## src/rtl/quad_encoder_reader_pkg.sv

```systemverilog
`default_nettype none
// ============================================================================
//  Module      : quad_pkg
//  Description : Shared definitions for the quadrature encoder reader:
//                Gray-state encodings, direction constants, the detent
//                phase limit and the transition classifier.
//  Revision    : 1.0 - initial release
// ============================================================================
package quad_pkg;

  // Gray-code states of {A,B}, listed in clockwise order.
  localparam logic [1:0] c_AB_00 = 2'b00;
  localparam logic [1:0] c_AB_10 = 2'b10;
  localparam logic [1:0] c_AB_11 = 2'b11;
  localparam logic [1:0] c_AB_01 = 2'b01;

  // Direction flag values.
  localparam logic c_CW  = 1'b1;
  localparam logic c_CCW = 1'b0;

  // Valid transitions per mechanical detent.
  localparam int c_PHASE_LIMIT = 4;

  typedef enum logic [1:0] {
    MOVE_NONE    = 2'd0,
    MOVE_INC     = 2'd1,
    MOVE_DEC     = 2'd2,
    MOVE_ILLEGAL = 2'd3
  } move_t;

  // Classify a previous/next {A,B} pair: +1 (clockwise), -1 (counter-
  // clockwise), no change, or illegal (both channels changed).
  function automatic move_t quad_move(input logic [1:0] prev, input logic [1:0] next);
    move_t m;
    m = MOVE_ILLEGAL;
    if (prev == next) begin
      m = MOVE_NONE;
    end else begin
      case (prev)
        c_AB_00: if (next == c_AB_10) m = MOVE_INC; else if (next == c_AB_01) m = MOVE_DEC;
        c_AB_10: if (next == c_AB_11) m = MOVE_INC; else if (next == c_AB_00) m = MOVE_DEC;
        c_AB_11: if (next == c_AB_01) m = MOVE_INC; else if (next == c_AB_10) m = MOVE_DEC;
        default: if (next == c_AB_00) m = MOVE_INC; else if (next == c_AB_11) m = MOVE_DEC;
      endcase
    end
    return m;
  endfunction

endpackage
`default_nettype wire

```

## src/rtl/quad_encoder_reader_if.sv

```systemverilog
`default_nettype none
// ============================================================================
//  Module      : quad_encoder_reader_if
//  Description : Pin-side and result-side signals of the encoder reader.
//                Ports:
//                  ENC_A, ENC_B, ENC_SW : raw encoder pins (async)
//                  VALUE [WIDTH]        : accumulated detent count
//                  STEP                 : one-cycle pulse on a +/-1 change
//                  DIR                  : direction of last step (1 = CW)
//                  ERR                  : one-cycle pulse on illegal jump
//                Modports: slave  = the reader (consumes pins)
//                          master = board/consumer side (drives pins)
//  Revision    : 1.0 - initial release
// ============================================================================
interface quad_encoder_reader_if #(
  parameter int WIDTH = 8
);
  logic             ENC_A;
  logic             ENC_B;
  logic             ENC_SW;
  logic [WIDTH-1:0] VALUE;
  logic             STEP;
  logic             DIR;
  logic             ERR;

  modport slave (
    input  ENC_A, ENC_B, ENC_SW,
    output VALUE, STEP, DIR, ERR
  );

  modport master (
    output ENC_A, ENC_B, ENC_SW,
    input  VALUE, STEP, DIR, ERR
  );
endinterface
`default_nettype wire

```

## src/rtl/quad_encoder_reader_input_filter.sv

```systemverilog
`default_nettype none
// ============================================================================
//  Module      : quad_input_filter
//  Description : 2-FF synchronizer followed by a stability filter. The
//                filtered output follows the synchronized input only after
//                it has differed for FILTER_CYCLES consecutive cycles; any
//                return to the held level restarts the count.
//                Ports:
//                  CLK     : clock
//                  RST     : synchronous active-high reset
//                  i_raw   : asynchronous raw pin
//                  o_filt  : synchronized, debounced level
//  Revision    : 1.0 - initial release
// ============================================================================
module quad_input_filter #(
  parameter int FILTER_CYCLES = 50_000
) (
  input  wire  CLK,
  input  wire  RST,
  input  wire  i_raw,
  output logic o_filt
);

  localparam int c_CNT_W = (FILTER_CYCLES > 1) ? $clog2(FILTER_CYCLES) : 1;
  localparam logic [c_CNT_W-1:0] c_CNT_LAST = c_CNT_W'(FILTER_CYCLES - 1);

  logic               r_sync1;
  logic               r_sync2;
  logic               r_filt;
  logic [c_CNT_W-1:0] r_cnt;

  always_ff @(posedge CLK) begin
    if (RST) begin
      r_sync1 <= 1'b0;
      r_sync2 <= 1'b0;
      r_filt  <= 1'b0;
      r_cnt   <= '0;
    end else begin
      r_sync1 <= i_raw;
      r_sync2 <= r_sync1;
      if (r_sync2 != r_filt) begin
        // The cycle that would make the count reach FILTER_CYCLES commits
        // the new level instead, so the counter never needs that value.
        if (r_cnt == c_CNT_LAST) begin
          r_filt <= r_sync2;
          r_cnt  <= '0;
        end else begin
          r_cnt <= r_cnt + c_CNT_W'(1);
        end
      end else begin
        r_cnt <= '0;
      end
    end
  end

  assign o_filt = r_filt;

endmodule
`default_nettype wire

```

## src/rtl/quad_encoder_reader.sv

```systemverilog
`default_nettype none
// ============================================================================
//  Module      : quad_encoder_reader
//  Description : Quadrature rotary encoder reader. Filters A/B/SW, decodes
//                Gray transitions, accumulates one count per detent (four
//                valid transitions) into VALUE with STEP/DIR/ERR flags.
//                Ports:
//                  CLK  : 50 MHz clock
//                  RST  : synchronous active-high reset
//                  bus  : quad_encoder_reader_if.slave (pins in, results out)
//                Build option:
//                  QUAD_SATURATE_EN : VALUE saturates at 0 / 2^WIDTH-1
//                                     instead of wrapping.
//  Revision    : 1.0 - initial release
// ============================================================================
module quad_encoder_reader
  import quad_pkg::*;
#(
  parameter int FILTER_CYCLES = 50_000,
  parameter int WIDTH         = 8
) (
  input wire CLK,
  input wire RST,
  quad_encoder_reader_if.slave bus
);

  localparam logic signed [3:0] c_PHASE_POS = 4'(c_PHASE_LIMIT);
  localparam logic signed [3:0] c_PHASE_NEG = -c_PHASE_POS;
`ifdef QUAD_SATURATE_EN
  localparam logic [WIDTH-1:0] c_VALUE_MAX = {WIDTH{1'b1}};
`endif

  logic w_a_filt;
  logic w_b_filt;
  logic w_sw_filt;

  quad_input_filter #(.FILTER_CYCLES(FILTER_CYCLES)) u_filt_a (
    .CLK    (CLK),
    .RST    (RST),
    .i_raw  (bus.ENC_A),
    .o_filt (w_a_filt)
  );

  quad_input_filter #(.FILTER_CYCLES(FILTER_CYCLES)) u_filt_b (
    .CLK    (CLK),
    .RST    (RST),
    .i_raw  (bus.ENC_B),
    .o_filt (w_b_filt)
  );

  quad_input_filter #(.FILTER_CYCLES(FILTER_CYCLES)) u_filt_sw (
    .CLK    (CLK),
    .RST    (RST),
    .i_raw  (bus.ENC_SW),
    .o_filt (w_sw_filt)
  );

  logic [1:0]        r_ab_prev;
  logic              r_sw_prev;
  logic signed [2:0] r_phase;
  logic [WIDTH-1:0]  r_value;
  logic              r_step;
  logic              r_dir;
  logic              r_err;

  logic [1:0]        w_ab;
  move_t             w_move;
  logic              w_sw_rise;
  logic signed [3:0] w_phase_sum;

  assign w_ab      = {w_a_filt, w_b_filt};
  assign w_sw_rise = w_sw_filt & ~r_sw_prev;

  always_comb begin
    w_move      = quad_move(r_ab_prev, w_ab);
    w_phase_sum = {r_phase[2], r_phase};
    case (w_move)
      MOVE_INC: w_phase_sum = {r_phase[2], r_phase} + 4'sd1;
      MOVE_DEC: w_phase_sum = {r_phase[2], r_phase} - 4'sd1;
      default:  w_phase_sum = {r_phase[2], r_phase};
    endcase
  end

  always_ff @(posedge CLK) begin
    if (RST) begin
      r_ab_prev <= c_AB_00;
      r_sw_prev <= 1'b0;
      r_phase   <= '0;
      r_value   <= '0;
      r_step    <= 1'b0;
      r_dir     <= c_CCW;
      r_err     <= 1'b0;
    end else begin
      r_step    <= 1'b0;
      r_err     <= 1'b0;
      // An illegal jump still resynchronises the previous state.
      r_ab_prev <= w_ab;
      r_sw_prev <= w_sw_filt;

      if (w_move == MOVE_ILLEGAL) begin
        r_err <= 1'b1;
      end

      if (w_sw_rise) begin
        // Switch clear overrides any detent completing in the same cycle.
        r_value <= '0;
        r_phase <= '0;
      end else if (w_move == MOVE_INC || w_move == MOVE_DEC) begin
        if (w_phase_sum == c_PHASE_POS) begin
          r_phase <= '0;
`ifdef QUAD_SATURATE_EN
          if (r_value != c_VALUE_MAX) begin
            r_value <= r_value + WIDTH'(1);
            r_step  <= 1'b1;
            r_dir   <= c_CW;
          end
`else
          r_value <= r_value + WIDTH'(1);
          r_step  <= 1'b1;
          r_dir   <= c_CW;
`endif
        end else if (w_phase_sum == c_PHASE_NEG) begin
          r_phase <= '0;
`ifdef QUAD_SATURATE_EN
          if (r_value != '0) begin
            r_value <= r_value - WIDTH'(1);
            r_step  <= 1'b1;
            r_dir   <= c_CCW;
          end
`else
          r_value <= r_value - WIDTH'(1);
          r_step  <= 1'b1;
          r_dir   <= c_CCW;
`endif
        end else begin
          r_phase <= w_phase_sum[2:0];
        end
      end
    end
  end

  assign bus.VALUE = r_value;
  assign bus.STEP  = r_step;
  assign bus.DIR   = r_dir;
  assign bus.ERR   = r_err;

endmodule
`default_nettype wire

```

## src/flat_wrapper.sv

```systemverilog
// flat-port wrapper written by rule: the top's interface ports become plain ports
module quad_encoder_reader_flat import quad_pkg::*;
#(
  parameter int FILTER_CYCLES = 50_000,
  parameter int WIDTH         = 8
)
  (CLK, RST, bus_ENC_A, bus_ENC_B, bus_ENC_SW, bus_VALUE, bus_STEP, bus_DIR, bus_ERR);
  quad_encoder_reader_if #(.WIDTH(WIDTH)) bus_i ();
  input wire CLK;
  input wire RST;
  input wire logic [$bits(bus_i.ENC_A)-1:0] bus_ENC_A;
  input wire logic [$bits(bus_i.ENC_B)-1:0] bus_ENC_B;
  input wire logic [$bits(bus_i.ENC_SW)-1:0] bus_ENC_SW;
  output wire logic [$bits(bus_i.VALUE)-1:0] bus_VALUE;
  output wire logic [$bits(bus_i.STEP)-1:0] bus_STEP;
  output wire logic [$bits(bus_i.DIR)-1:0] bus_DIR;
  output wire logic [$bits(bus_i.ERR)-1:0] bus_ERR;
  assign bus_i.ENC_A = bus_ENC_A;
  assign bus_i.ENC_B = bus_ENC_B;
  assign bus_i.ENC_SW = bus_ENC_SW;
  assign bus_VALUE = bus_i.VALUE;
  assign bus_STEP = bus_i.STEP;
  assign bus_DIR = bus_i.DIR;
  assign bus_ERR = bus_i.ERR;
  quad_encoder_reader #(.FILTER_CYCLES(FILTER_CYCLES), .WIDTH(WIDTH)) u_core (.CLK(CLK), .RST(RST), .bus(bus_i));
endmodule
```

## config.mk

```make
export PLATFORM = sky130hd
export DESIGN_NAME = quad_encoder_reader_flat
export DESIGN_NICKNAME = d
export VERILOG_FILES = /design/src/rtl/quad_encoder_reader_pkg.sv /design/src/rtl/quad_encoder_reader_if.sv /design/src/rtl/quad_encoder_reader_input_filter.sv /design/src/rtl/quad_encoder_reader.sv /design/src/flat_wrapper.sv
export SDC_FILE = /design/constraint.sdc
export NUM_CORES = 1
export LEC_CHECK = 0
export CAP_MARGIN = 25
export CORE_ASPECT_RATIO = 1.25
export CORE_UTILIZATION = 46
export CTS_CLUSTER_DIAMETER = 80
export CTS_CLUSTER_SIZE = 30
export DETAILED_ROUTE_END_ITERATION = 16
export DONT_BUFFER_PORTS = 1
export PLACE_DENSITY = 0.57
export REMOVE_ABC_BUFFERS = 1
export SLEW_MARGIN = 10
export SYNTH_ARGS = -nofsm -noshare
export SYNTH_HDL_FRONTEND = slang
export SYNTH_HIERARCHICAL = 1
export SYNTH_SLANG_ARGS = --single-unit
```

## constraint.sdc

```tcl
create_clock -name CLK -period 9.7 [get_ports CLK]
set_input_delay 0.97 -clock CLK [delete_from_list [all_inputs] [get_ports CLK]]
set_output_delay 0.97 -clock CLK [all_outputs]
set_load 0.05 [all_outputs]
```

==> results of run 1 <==
through the flow:
stage / utilization / setup WS (ns) / hold WS [ns] / std cells
finish: 0.514 / 5.37 / 0.441 / 477
global route: 0.514 / 4.95 / 0.452 / 477
CTS: 0.514 / 5.32 / 0.443 / 477
detailed placement: 0.489 / 5.35 / 0.427 / 461
global placement: 0.489 / 5.53 / 0.421 / 461
floorplan: - / 5.90 / 0.414 / 369
area by class of cell:
class | count | area share
Multi-Input combinational cell | 283 | 0.520
Inverter | 12 | 0.0118
Sequential cell | 74 | 0.390
Tap cell | 92 | 0.0303
Clock buffer | 12 | 0.0408
Clock inverter | 4 | 0.00691
routing by layer:
layer  part of all wire  vias up  GRT usage
met1               0.46     1159      0.189
met3              0.031        7     0.0445
li1                   -     1288          -
met2               0.50       21      0.276
met5                  0        -          0
met4              0.013        0     0.0591
report_power, final:
| part | internal, uW | leakage (uW) | total, uW | switching, uW |
|---|---|---|---|---|
| Combinational | 1.69 | 0.000591 | 4.85 | 3.15 |
| Sequential | 305 | 0.000597 | 306 | 0.848 |
| Clock | 107 | 0.0000924 | 219 | 112 |
| Total | 413 | 0.00128 | 529 | 116 |
registers in the layout (all words and copies together), names as in the netlist, 2 cells and up:
name / count
u_core/u_filt_a/r_cnt: 16
u_core/u_filt_b/r_cnt: 16
u_core/u_filt_sw/r_cnt: 16
u_core/bus.VALUE: 8
u_core/r_phase: 3
u_core/r_ab_prev: 2
worst max-delay path, stage by stage, from the launching register on:
cell and delay, ns:
sky130_fd_sc_hd__dfxtp_1 0.48, sky130_fd_sc_hd__o21ai_0 0.13, sky130_fd_sc_hd__o21ai_0 0.34, sky130_fd_sc_hd__ha_1 0.33, sky130_fd_sc_hd__xor2_1 0.18, sky130_fd_sc_hd__ha_1 0.26
sky130_fd_sc_hd__nand2b_1 0.20, sky130_fd_sc_hd__nor3b_4 0.57, sky130_fd_sc_hd__nand2_1 0.35, sky130_fd_sc_hd__fa_1 0.48, sky130_fd_sc_hd__a21o_1 0.17, sky130_fd_sc_hd__a21oi_1 0.23
sky130_fd_sc_hd__o21bai_1 0.09, sky130_fd_sc_hd__a21oi_1 0.17, sky130_fd_sc_hd__xnor2_1 0.08, sky130_fd_sc_hd__o2bb2ai_1 0.12
cell families after synthesis:
group / share of synthesized area
muxes: 0.0286
buffers and inverters: 0.0254
AOI/OAI and AO/OA: 0.0522
adders and majority gates: 0.0515
DFF: 0.417
xor gates and xnor gates: 0.136
and+or+nand+nor: 0.289
worst min path at each step:
stage               slack [ns]  cells past startpoint                     start                        to
floorplan                 0.41                      1   u_core/u_filt_a/r_sync1   u_core/u_filt_a/r_sync2
global placement          0.42                      1  u_core/u_filt_sw/r_sync1  u_core/u_filt_sw/r_sync2
detailed placement        0.43                      1  u_core/u_filt_sw/r_sync1  u_core/u_filt_sw/r_sync2
CTS                       0.44                      1   u_core/u_filt_a/r_sync1   u_core/u_filt_a/r_sync2
global route              0.45                      1  u_core/u_filt_sw/r_sync1  u_core/u_filt_sw/r_sync2
finish                    0.44                      1  u_core/u_filt_sw/r_sync1  u_core/u_filt_sw/r_sync2
layout by cell type, fill, tap and decap left out, types with 8 or more instances in the layout:
master / n
sky130_fd_sc_hd__nor2b_1: 11
sky130_fd_sc_hd__a21oi_1: 10
sky130_fd_sc_hd__nor2_1: 66
sky130_fd_sc_hd__nand4_1: 8
sky130_fd_sc_hd__nand3_1: 17
sky130_fd_sc_hd__inv_1: 12
sky130_fd_sc_hd__mux2i_1: 9
sky130_fd_sc_hd__nor3_1: 11
sky130_fd_sc_hd__xor2_1: 11
sky130_fd_sc_hd__ha_1: 13
sky130_fd_sc_hd__clkbuf_8: 11
sky130_fd_sc_hd__dfxtp_1: 74
sky130_fd_sc_hd__nand2_1: 18
sky130_fd_sc_hd__xnor2_1: 44
==> impl_summary.md, run 1 <==
Run status
The run finished with clean final reports.

Clock network
The number of H-tree branching levels is 3. The sink count of the clock tree is 74. In this run the post-CTS setup repair buffer count came out at 0.

The source-to-sink clock delay at the later pin of the worst-skew pair is 0.34 ns. The CTS clock-pin slew for the worst setup and hold paths is about 0.070 ns. The TritonCTS clock tree is done. The maximum clock path buffer count is 2. Counting the buffers created by CTS gives 9. The number of gates resized after CTS is 0. CTS placed an instance of sky130_fd_sc_hd__clkbuf_8 at the clock tree root. The count of hold buffers inserted by post-cts repair is 0.

Finish
From synthesis to final layout, the design area changed by 7.09%. The multi-input combinational cells in the finished layout cover a total of slightly below 2000 um^2. Fill cells in the final layout number roughly 720. The number of antenna repair diodes is 0. Once layout is done, the placed cells without fillers occupy around 3800 um^2. The net count of the finished layout is between 300 and 400. The proportion of layout cells with a drive suffix above 1 is 0.106. The sequential cells in the finished layout cover a total of ~1500 um^2.

Pwr
After layout, the design draws a total of 529 uW. IR analysis of the VDD net gives a maximum drop of ~0.097 mV. In this run the static leakage power is 0.00128 uW. The total power divided by cell area is between 100 and 150 nW/um^2.

Global route
The number of global-route vias before repair is around 2400. In the global route stage, overall resource usage came out at 0.161. The wire length of the first global-routing pass is approximately 10 mm. The largest net degree at the start of global routing is 20. The total overflow left after global routing is 0. The initial antenna violation count was 0.

Placed design
The congestion estimate from routability-driven global placement came to between 0.7 and 0.8. Detailed placement ended at an HPWL of 4.06 mm. The instance area after placement is between 3000 and 4000 um^2. During placement, the flow inserted port buffers numbering 0.

Critical path
The critical path is of the reg2reg type. The slack of the worst reg-to-reg path is roughly 5.4 ns. The maximum fanout along the worst path is 13.

The path depth of the worst reg2reg path is 15. Following the worst setup path forward leads to its endpoint at u_core/bus.VALUE[6]. The worst setup path is launched from a register. STA classifies the critical path endpoint as a register.

The capture instance of the worst register-to-register path is u_core/bus.VALUE[6]. The worst endpoint required time is slightly below 10 ns. For the worst setup path, the data arrival time is roughly 4.5 ns. In this run the worst setup path begins at u_core/u_filt_b/o_filt. In this run the critical register-to-register path is launched from u_core/u_filt_b/o_filt.

Floorplan
The count of standard-cell rows is 35. The core region is approximately 7400 um^2. The initial utilization of the core area, before any placement, comes to 0.480. The die is ~81 um wide.

The die footprint is ~8100 um^2. The floorplan step set the die height to approximately 100 um. 16 I/O pins were placed.

Synthesis
Yosys printed 6 warnings. The count of flip-flops with a built-in enable after synthesis is 0. The cell area that synthesis handed to floorplanning was 3550 um^2. Summed over all instances, the cell type with the most area after synthesis is sky130_fd_sc_hd__dfxtp_1.

Counting flops with an async set or reset pin after synthesis yields a share of 0. The number of standard cells after synthesis is approximately 370. In this run the mean area of a mapped cell was ~9.5 um^2. The share of synthesized area in the top cell type comes to 0.417. The number of storage elements in the synthesis netlist is 74. The part of the Yosys area used for sequential elements is 0.417. The commonest cells after synthesis are 74 x sky130_fd_sc_hd__dfxtp_1, 66 x sky130_fd_sc_hd__nor2_1, 44 x sky130_fd_sc_hd__xnor2_1. Ranked by total cell area, the synthesized netlist is headed by sky130_fd_sc_hd__dfxtp_1 42%, sky130_fd_sc_hd__xnor2_1 11%, sky130_fd_sc_hd__nor2_1 7.0%. In the synthesized netlist the dominant register cell turns out to be sky130_fd_sc_hd__dfxtp_1. In the post-synthesis netlist, the cell with the most instances is sky130_fd_sc_hd__dfxtp_1. The distinct cell type count after synthesis is 55.

Worst hold path
The min-delay analysis places its worst path in the category reg2reg.

STA
Of the available clock period, the critical path in the final layout requires 0.447. Headroom to the max-slew limit came out at 0.576. The total negative slack for setup checks is 0 ns. The slew of the pin with the lowest slew margin is approximately 0.63 ns. Setup violations remaining at the end of the flow were counted as 0.

The clock arrives with about 0.009 ns of skew. The number of failing hold endpoints at the final stage came to 0. The shortest clock period the worst path allows after layout is 4.33 ns. Static timing analysis puts the maximum clock frequency at between 200 and 250 MHz.

Setup repair after global routing left no endpoint under its margin. The count of pins over their slew limit was 0.

Drt
The DRC marker count from the first detailed-route iteration is 93. The average via count per standard cell is between 5 and 6. The routed wire length is a little under 6 mm. The total number of vias is 2475.

The iteration count of the initial detailed-routing pass is 4. The average wire per standard cell is 12.3 um. The DRC violation count after routing is 0. The antenna violation net count after detailed routing is 0.

Job
Max-cap violations in this run came to 0.
Note: power is estimated with default switching activity, not from simulation.
==> run 2: changes to the inputs <==
==> constraint.sdc (replaced) <==
create_clock -name CLK -period 4.2 [get_ports CLK]
set_input_delay 0.42 -clock CLK [delete_from_list [all_inputs] [get_ports CLK]]
set_output_delay 0.42 -clock CLK [all_outputs]
set_load 0.05 [all_outputs]
==> run 2 against run 1 <==
Against the previous run:
- critical endpoint is now u_core/bus.VALUE[7]
- global-route usage up 0.19 points
- sequential cell count unchanged
- setup slack worse by 4.9 ns
- register-to-register slack worse by 4.9 ns
- critical path depth unchanged
- largest cell class unchanged
- first-iteration DRC count shrank 23%
- clock-buffer cell count decreased by 1
- worst hold slack got worse by 0.30 ns
- cell count increased by 0.21%
==> impl_summary.md, run 2 (same netlist as run 1, synthesis figures left out) <==
Clock network
The CTS clock-pin slew for the worst setup and hold paths is 0.07 ns (about the same). The source-to-sink clock delay at the later pin of the worst-skew pair is 0.34 ns (about the same). The TritonCTS clock tree is done.

The number of gates resized after CTS is 0 (unchanged). The cell sitting at the root of the clock tree is a sky130_fd_sc_hd__clkbuf_8. The count of hold buffers inserted by post-cts repair is 0 (unchanged). The number of buffers inserted to repair setup after CTS is 0 (unchanged). The CTS buffer count is 9 (unchanged). The sink count of the clock tree is 74 (unchanged). The maximum clock path buffer count is 2 (unchanged). The number of H-tree branching levels is 3 (unchanged).

Critical path
The type of the setup path with the least slack is reg2reg. The dominant delay contributor by cell family on the critical path is compound AO/OA/AOI/OAI gates. The worst endpoint required time is 4.44 ns (-5.46 ns). The worst setup path is captured at a register. The signal on the critical path passes through o21ai_0 > o21ai_0 > ha_1 > xor2_1 > ha_1 > nand2b_1 > nor3b_4 > nand2_1 > ha_1 > a21oi_1 > a21oi_1 > and3b_1 > xor2_1 > a21oi_1 > a31o_1. The highest cell delay on the worst timing path came to 0.49 ns (-0.08 ns). The element type at the critical path start is a register. The maximum fanout along the worst path is 9 (-4).

The data arrival time at the worst-slack endpoint is 4.00 ns (-0.54 ns). The count of buffer and inverter cells on the critical path is 0 (unchanged). The slowest stage of the critical path belongs to the cell sky130_fd_sc_hd__dfxtp_1.

STA
The slew of the pin with the lowest slew margin is 0.631 ns (-0.00375 ns). The setup clock skew after layout is 0.00664 ns (-0.00239 ns). The number of setup violations in the final report is 0 (unchanged). The number of failing hold endpoints at the final stage is 0 (unchanged). The total negative slack for setup checks is 0 ns (unchanged). The shortest clock period the worst path allows after layout is 3.76 ns (-0.572 ns).

The share of the clock period used by the worst path after layout came to 0.896 (+0.449). The relative slew slack was 0.579 (+0.00238). The fmax came to 266 MHz (+15%). Setup repair after global routing left no endpoint under its margin. The count of pins over their slew limit is 0 (unchanged).

Pwr
The static leakage was 0.00129 uW (+0.93%). The cell-internal power is 952 uW (+130%). The sequential cell fraction of total power came to 0.581 (+0.003). The reported net switching power was 265 uW (+130%). The clock share of power was 0.410 (-0.003).

The peak supply drop was 0.189 mV (+93%). The fraction of power spent switching nets is 0.218 (-0.00172). The combinational share of power was 0.009 (about the same). The total power divided by cell area is 320 nW/um^2 (+130%).

Drt
The total number of vias was 2479 (+0.16%). The routed wire length is 5.91 mm (+0.31%). The average wire per standard cell is 12.4 um (about the same). The antenna violation net count after detailed routing is 0 (unchanged).

The average via count per standard cell is 5.19 (about the same). The DRC violation count after routing is 0 (unchanged). The DRC marker count from the first detailed-route iteration came to 72 (-23%). The iteration count of the initial detailed-routing pass is 4 (unchanged).

Finish
The proportion of layout cells with a drive suffix above 1 is 0.111 (+0.00491). Compared with the post-synthesis result, the final layout area differs by 7.26%. The final-layout fill cell count is 711 (-0.56%).

The number of nets in the final layout was 400 (+0.25%). The number of antenna repair diodes is 0 (unchanged). The largest registers in the layout are u_core/u_filt_a/r_cnt (16), u_core/u_filt_b/r_cnt (16), u_core/u_filt_sw/r_cnt (16). Leaving out fill and tap cells, the most frequent cells in the layout are 74 x sky130_fd_sc_hd__dfxtp_1, 66 x sky130_fd_sc_hd__nor2_1, 44 x sky130_fd_sc_hd__xnor2_1.

The leading cell type in the layout, fill and taps excluded is sky130_fd_sc_hd__dfxtp_1. The utilization after layout came to 0.514 (+0.000846).

Global route
The initial antenna violation count was 0 (unchanged). The aggregate global-route resource usage was 0.163 (+0.00189). The total global routing overflow came to 0 (unchanged). The wire length of the first global-routing pass came to 10.2 mm (-0.74%). The largest net degree at the start of global routing is 20 (unchanged). The number of global-route vias before repair is 2276 (-5.0%).

Floorplan
The x dimension of the die was 80.6 um (unchanged). The number of ports placed on the die boundary is 16 (unchanged). The area of the core is 7400 um^2 (unchanged).

The count of standard-cell rows came to 35 (unchanged). The effective utilization at floorplan was 0.480 (unchanged). The die footprint is 8070 um^2 (unchanged). The floorplan die height is 100 um (unchanged).

Worst hold path
The path type of the worst min-delay path is in2reg.

Job
The number of maximum-capacitance violations came to 0 (unchanged).

Placed design
The placer's final routability congestion estimate is 0.715 (-4.2%). The post-DP HPWL is 4.11 mm (+1.4%). The count of buffers inserted at the top-level ports is 0 (unchanged).

Run status
The run finished with clean final reports.
## run 2: per-layer routing
metal / GRT usage / share of wire / up-vias
li1: - / - / 1295
met1: 0.196 / 0.47 / 1151
met2: 0.268 / 0.48 / 23
met3: 0.0418 / 0.027 / 10
met4: 0.0742 / 0.019 / 0
met5: 0 / 0 / -
## run 2: cell type report
type,instances,area (um^2),share of cell area
sequential,74,1480,0.389
inverter,12,45.0,0.0118
timing repair buffer,1,7.51,0.00197
tap,92,115,0.0302
multi-input combinational,283,1980,0.520
clock buffer,11,151,0.0398
clock inverter,5,28.8,0.00756
## run 2: worst register-to-register path: stages (launching register included)
cell	delay (ns)
sky130_fd_sc_hd__dfxtp_1	0.49
sky130_fd_sc_hd__o21ai_0	0.14
sky130_fd_sc_hd__o21ai_0	0.30
sky130_fd_sc_hd__ha_1	0.33
sky130_fd_sc_hd__xor2_1	0.17
sky130_fd_sc_hd__ha_1	0.25
sky130_fd_sc_hd__nand2b_1	0.20
sky130_fd_sc_hd__nor3b_4	0.21
sky130_fd_sc_hd__nand2_1	0.22
sky130_fd_sc_hd__ha_1	0.39
sky130_fd_sc_hd__a21oi_1	0.19
sky130_fd_sc_hd__a21oi_1	0.09
sky130_fd_sc_hd__and3b_1	0.23
sky130_fd_sc_hd__xor2_1	0.18
sky130_fd_sc_hd__a21oi_1	0.09
sky130_fd_sc_hd__a31o_1	0.18
## run 2: power groups by stage
stage | sequential [uW] | combinational, uW | clock, uW
floorplan | 722 | 8.98 | 0
global placement | 723 | 11.6 | 0
detailed placement | 723 | 11.6 | 0
CTS | 706 | 11.6 | 519
global route | 707 | 12.9 | 547
finish | 706 | 11.3 | 499
## run 2: path summary, 6_finish.rpt
kind | startpoint | end | slack, ns | cells past startpoint
min | RST | u_core/u_filt_a/r_sync1 | 0.14 | 1
max reg2reg | u_core/u_filt_b/o_filt | u_core/bus.VALUE[7] | 0.44 | 15
max | u_core/u_filt_b/o_filt | u_core/bus.VALUE[7] | 0.44 | 15
min reg2reg | u_core/u_filt_sw/r_sync1 | u_core/u_filt_sw/r_sync2 | 0.45 | 1
## run 2: through the flow
step           area [um^2]  hold slack (ns)  std cells  power (uW)  worst slack (ns)
4_1_cts               3810            0.124        478        1240             0.415
6_report              3810            0.144        478        1220             0.438
5_1_grt               3810            0.118        478        1270            0.0694
2_1_floorplan         3500            0.414        369         731             0.400
3_3_place_gp          3630            0.423        462         734             0.572
3_5_place_dp          3630            0.430        462         735             0.440
==> run 3: changes to the inputs <==
--- a/config.mk
+++ b/config.mk
@@ -14,6 +14,7 @@
 export DONT_BUFFER_PORTS = 1
 export PLACE_DENSITY = 0.57
 export REMOVE_ABC_BUFFERS = 1
+export SETUP_SLACK_MARGIN = 0.1
 export SLEW_MARGIN = 10
 export SYNTH_ARGS = -nofsm -noshare
 export SYNTH_HDL_FRONTEND = slang
==> run 3 against run 2 <==
Against the previous run:
- sequential power is essentially flat
- clock-buffer cell count did not move
- wire length about the same
- sequential cell count unchanged
- critical path depth up 2
- first-iteration DRC count stayed put
- critical endpoint unchanged
- largest cell class unchanged
- highest routed layer unchanged
==> impl_summary.md, run 3 (same netlist as run 1, synthesis figures left out) <==
Drt
The average wire per standard cell came to 12.4 um (about the same). The DRC violation count after routing is 0 (unchanged). The average via count per standard cell is 5.18 (about the same).

The routed wire length is 5.91 mm (about the same). The DRC marker count from the first detailed-route iteration was 72 (unchanged). The total number of vias is 2478 (-0.040%). The iteration count of the initial detailed-routing pass came to 4 (unchanged). The antenna violation net count after detailed routing is 0 (unchanged).

Finish
The number of antenna repair diodes is 0 (unchanged). The library cell used most frequently in the layout, excluding fill and tap cells, is sky130_fd_sc_hd__dfxtp_1. Leaving out fill and tap cells, the most frequent cells in the layout are 74 x sky130_fd_sc_hd__dfxtp_1, 66 x sky130_fd_sc_hd__nor2_1, 44 x sky130_fd_sc_hd__xnor2_1. The layout-stage area growth over the synthesis result is 7.26% (unchanged). The non-filler instance count after layout is 478 (unchanged). The utilization after layout is 0.514 (unchanged). The area occupied by multi-input gates is 1980 um^2 (unchanged).

The largest registers in the layout are u_core/u_filt_a/r_cnt (16), u_core/u_filt_b/r_cnt (16), u_core/u_filt_sw/r_cnt (16). The final-layout fill cell count was 711 (unchanged). The proportion of layout cells with a drive suffix above 1 is 0.111 (unchanged).

The footprint of the flip-flops and latches is 1480 um^2 (unchanged). The number of nets in the final layout is 400 (unchanged).

Floorplan
The area of the core is 7400 um^2 (unchanged). The effective utilization at floorplan came to 0.480 (unchanged). The floorplan die height is 100 um (unchanged). The die footprint is 8070 um^2 (unchanged). The count of standard-cell rows is 35 (unchanged). The number of ports placed on the die boundary was 16 (unchanged). The x dimension of the die is 80.6 um (unchanged).

Placed design
The placer's final routability congestion estimate is 0.715 (unchanged). The post-DP HPWL is 4.11 mm (unchanged). The count of buffers inserted at the top-level ports is 0 (unchanged). The number of placed instances with taps included is 462 (unchanged).

The worst slack after detailed placement came to 0.440 ns (unchanged).

Clock network
The number of H-tree branching levels is 3 (unchanged). The maximum clock path buffer count is 2 (unchanged). The TritonCTS clock tree is done. The CTS clock-pin slew for the worst setup and hold paths is 0.07 ns (about the same).

The number of buffers inserted to repair setup after CTS came to 0 (unchanged). The number of gates resized after CTS is 0 (unchanged). The CTS buffer count is 9 (unchanged). The count of hold buffers inserted by post-cts repair is 0 (unchanged). The sink count of the clock tree came to 74 (unchanged).

The source-to-sink clock delay at the later pin of the worst-skew pair is 0.33 ns (about the same). The tree is rooted in a sky130_fd_sc_hd__clkbuf_8.

STA
The count of pins over their slew limit is 0 (unchanged). The number of setup violations in the final report is 0 (unchanged). The share of the clock period used by the worst path after layout is 0.880 (-0.0157). The number of failing hold endpoints at the final stage is 0 (unchanged). The setup clock skew after layout is 0.00675 ns (+0.000112 ns). The total negative slack for setup checks is 0 ns (unchanged). The relative slew slack was 0.579 (about the same). Setup repair after global routing left no endpoint under its margin. The least setup slack across all paths after layout is 0.504 ns (+0.0661 ns). The slew of the pin with the lowest slew margin came to 0.631 ns (+0.000000119 ns). The shortest clock period the worst path allows after layout came to 3.70 ns (-0.0661 ns). The fmax is 271 MHz (+1.8%).

Critical path
The maximum fanout along the worst path was 9 (unchanged). The worst endpoint required time is 4.43 ns (about the same). The data arrival time at the worst-slack endpoint is 3.93 ns (-0.07 ns). The worst setup path is captured at a register.

The worst setup path is of the reg2reg kind. The element type at the critical path start is a register.

Global route
The largest net degree at the start of global routing is 20 (unchanged). The number of global-route vias before repair is 2276 (unchanged). The aggregate global-route resource usage came to 0.163 (unchanged). The total global routing overflow is 0 (unchanged). The wire length of the first global-routing pass is 10.2 mm (unchanged). The initial antenna violation count is 0 (unchanged).

Pwr
The cell-internal power was 952 uW (about the same). The peak supply drop came to 0.189 mV (about the same). The power after layout is 1220 uW (-0.11%). The clock share of power is 0.410 (about the same). The sequential cell fraction of total power is 0.581 (about the same).

The total power divided by cell area was 319 nW/um^2 (-0.11%). The combinational share of power is 0.009 (about the same). The static leakage was 0.00129 uW (about the same). The reported net switching power is 263 uW (-0.54%). The fraction of power spent switching nets is 0.217 (-0.000926).

Worst hold path
In this run the worst hold path is classified as in2reg.

Job
The number of maximum-capacitance violations came to 0 (unchanged).

Run status
The run finished with clean final reports.
==> run 3: cell counts in the layout (fill, tap and decap cells not counted) <==
No cell type changed its count.
==> run 3: final cells by class <==
cell class                 count  area share
clock buffer                  11      0.0398
timing repair buffer           1     0.00197
clock inverter                 5     0.00756
multi-input combinational    283       0.520
inverter                      12      0.0118
sequential                    74       0.389
tap                           92      0.0302
==> run 3: per-layer routing <==
layer	routed length [um]	track usage
met3	145	0.0418
met4	104	0.0742
met2	2860	0.268
met5	0	0
met1	2800	0.196
==> run 3: per-stage QoR <==
| stage | instance area (um^2) | hold slack (ns) |
|---|---|---|
| final | 3810 | 0.147 |
| after global routing | 3810 | 0.118 |
| after CTS | 3810 | 0.124 |
| after detailed placement | 3630 | 0.430 |
| after global placement | 3630 | 0.423 |
| after floorplan | 3500 | 0.414 |
==> run 3: final timing paths <==
kind                                 start  cells past startpoint  slack (ns)                       end
hold / removal                         RST                      1        0.15   u_core/u_filt_a/r_sync1
hold reg to reg   u_core/u_filt_sw/r_sync1                      1        0.45  u_core/u_filt_sw/r_sync2
setup / recovery    u_core/u_filt_b/o_filt                     17        0.50       u_core/bus.VALUE[7]
setup reg to reg    u_core/u_filt_b/o_filt                     17        0.50       u_core/bus.VALUE[7]
==> run 3: power by group through the flow <==
stage	clock network [uW]	logic [uW]	registers [uW]
2_1_floorplan	0	8.98	722
5_1_grt	547	12.9	707
3_5_place_dp	0	11.6	723
6_report	498	11.3	706
3_3_place_gp	0	11.6	723
4_1_cts	519	11.6	706
==> run 3: worst max-delay path, cell delays in order, from the launching register on <==
cell and delay [ns]:
sky130_fd_sc_hd__dfxtp_1 0.49, sky130_fd_sc_hd__nand2b_1 0.15, sky130_fd_sc_hd__nand3_1 0.07, sky130_fd_sc_hd__o21a_1 0.15, sky130_fd_sc_hd__ha_1 0.27, sky130_fd_sc_hd__xor2_1 0.17
sky130_fd_sc_hd__ha_1 0.18, sky130_fd_sc_hd__a21oi_1 0.14, sky130_fd_sc_hd__xnor2_1 0.17, sky130_fd_sc_hd__nor3b_4 0.24, sky130_fd_sc_hd__nand2_1 0.22, sky130_fd_sc_hd__ha_1 0.39
sky130_fd_sc_hd__a21oi_1 0.19, sky130_fd_sc_hd__a21oi_1 0.09, sky130_fd_sc_hd__and3b_1 0.23, sky130_fd_sc_hd__xor2_1 0.18, sky130_fd_sc_hd__a21oi_1 0.09, sky130_fd_sc_hd__a31o_1 0.18
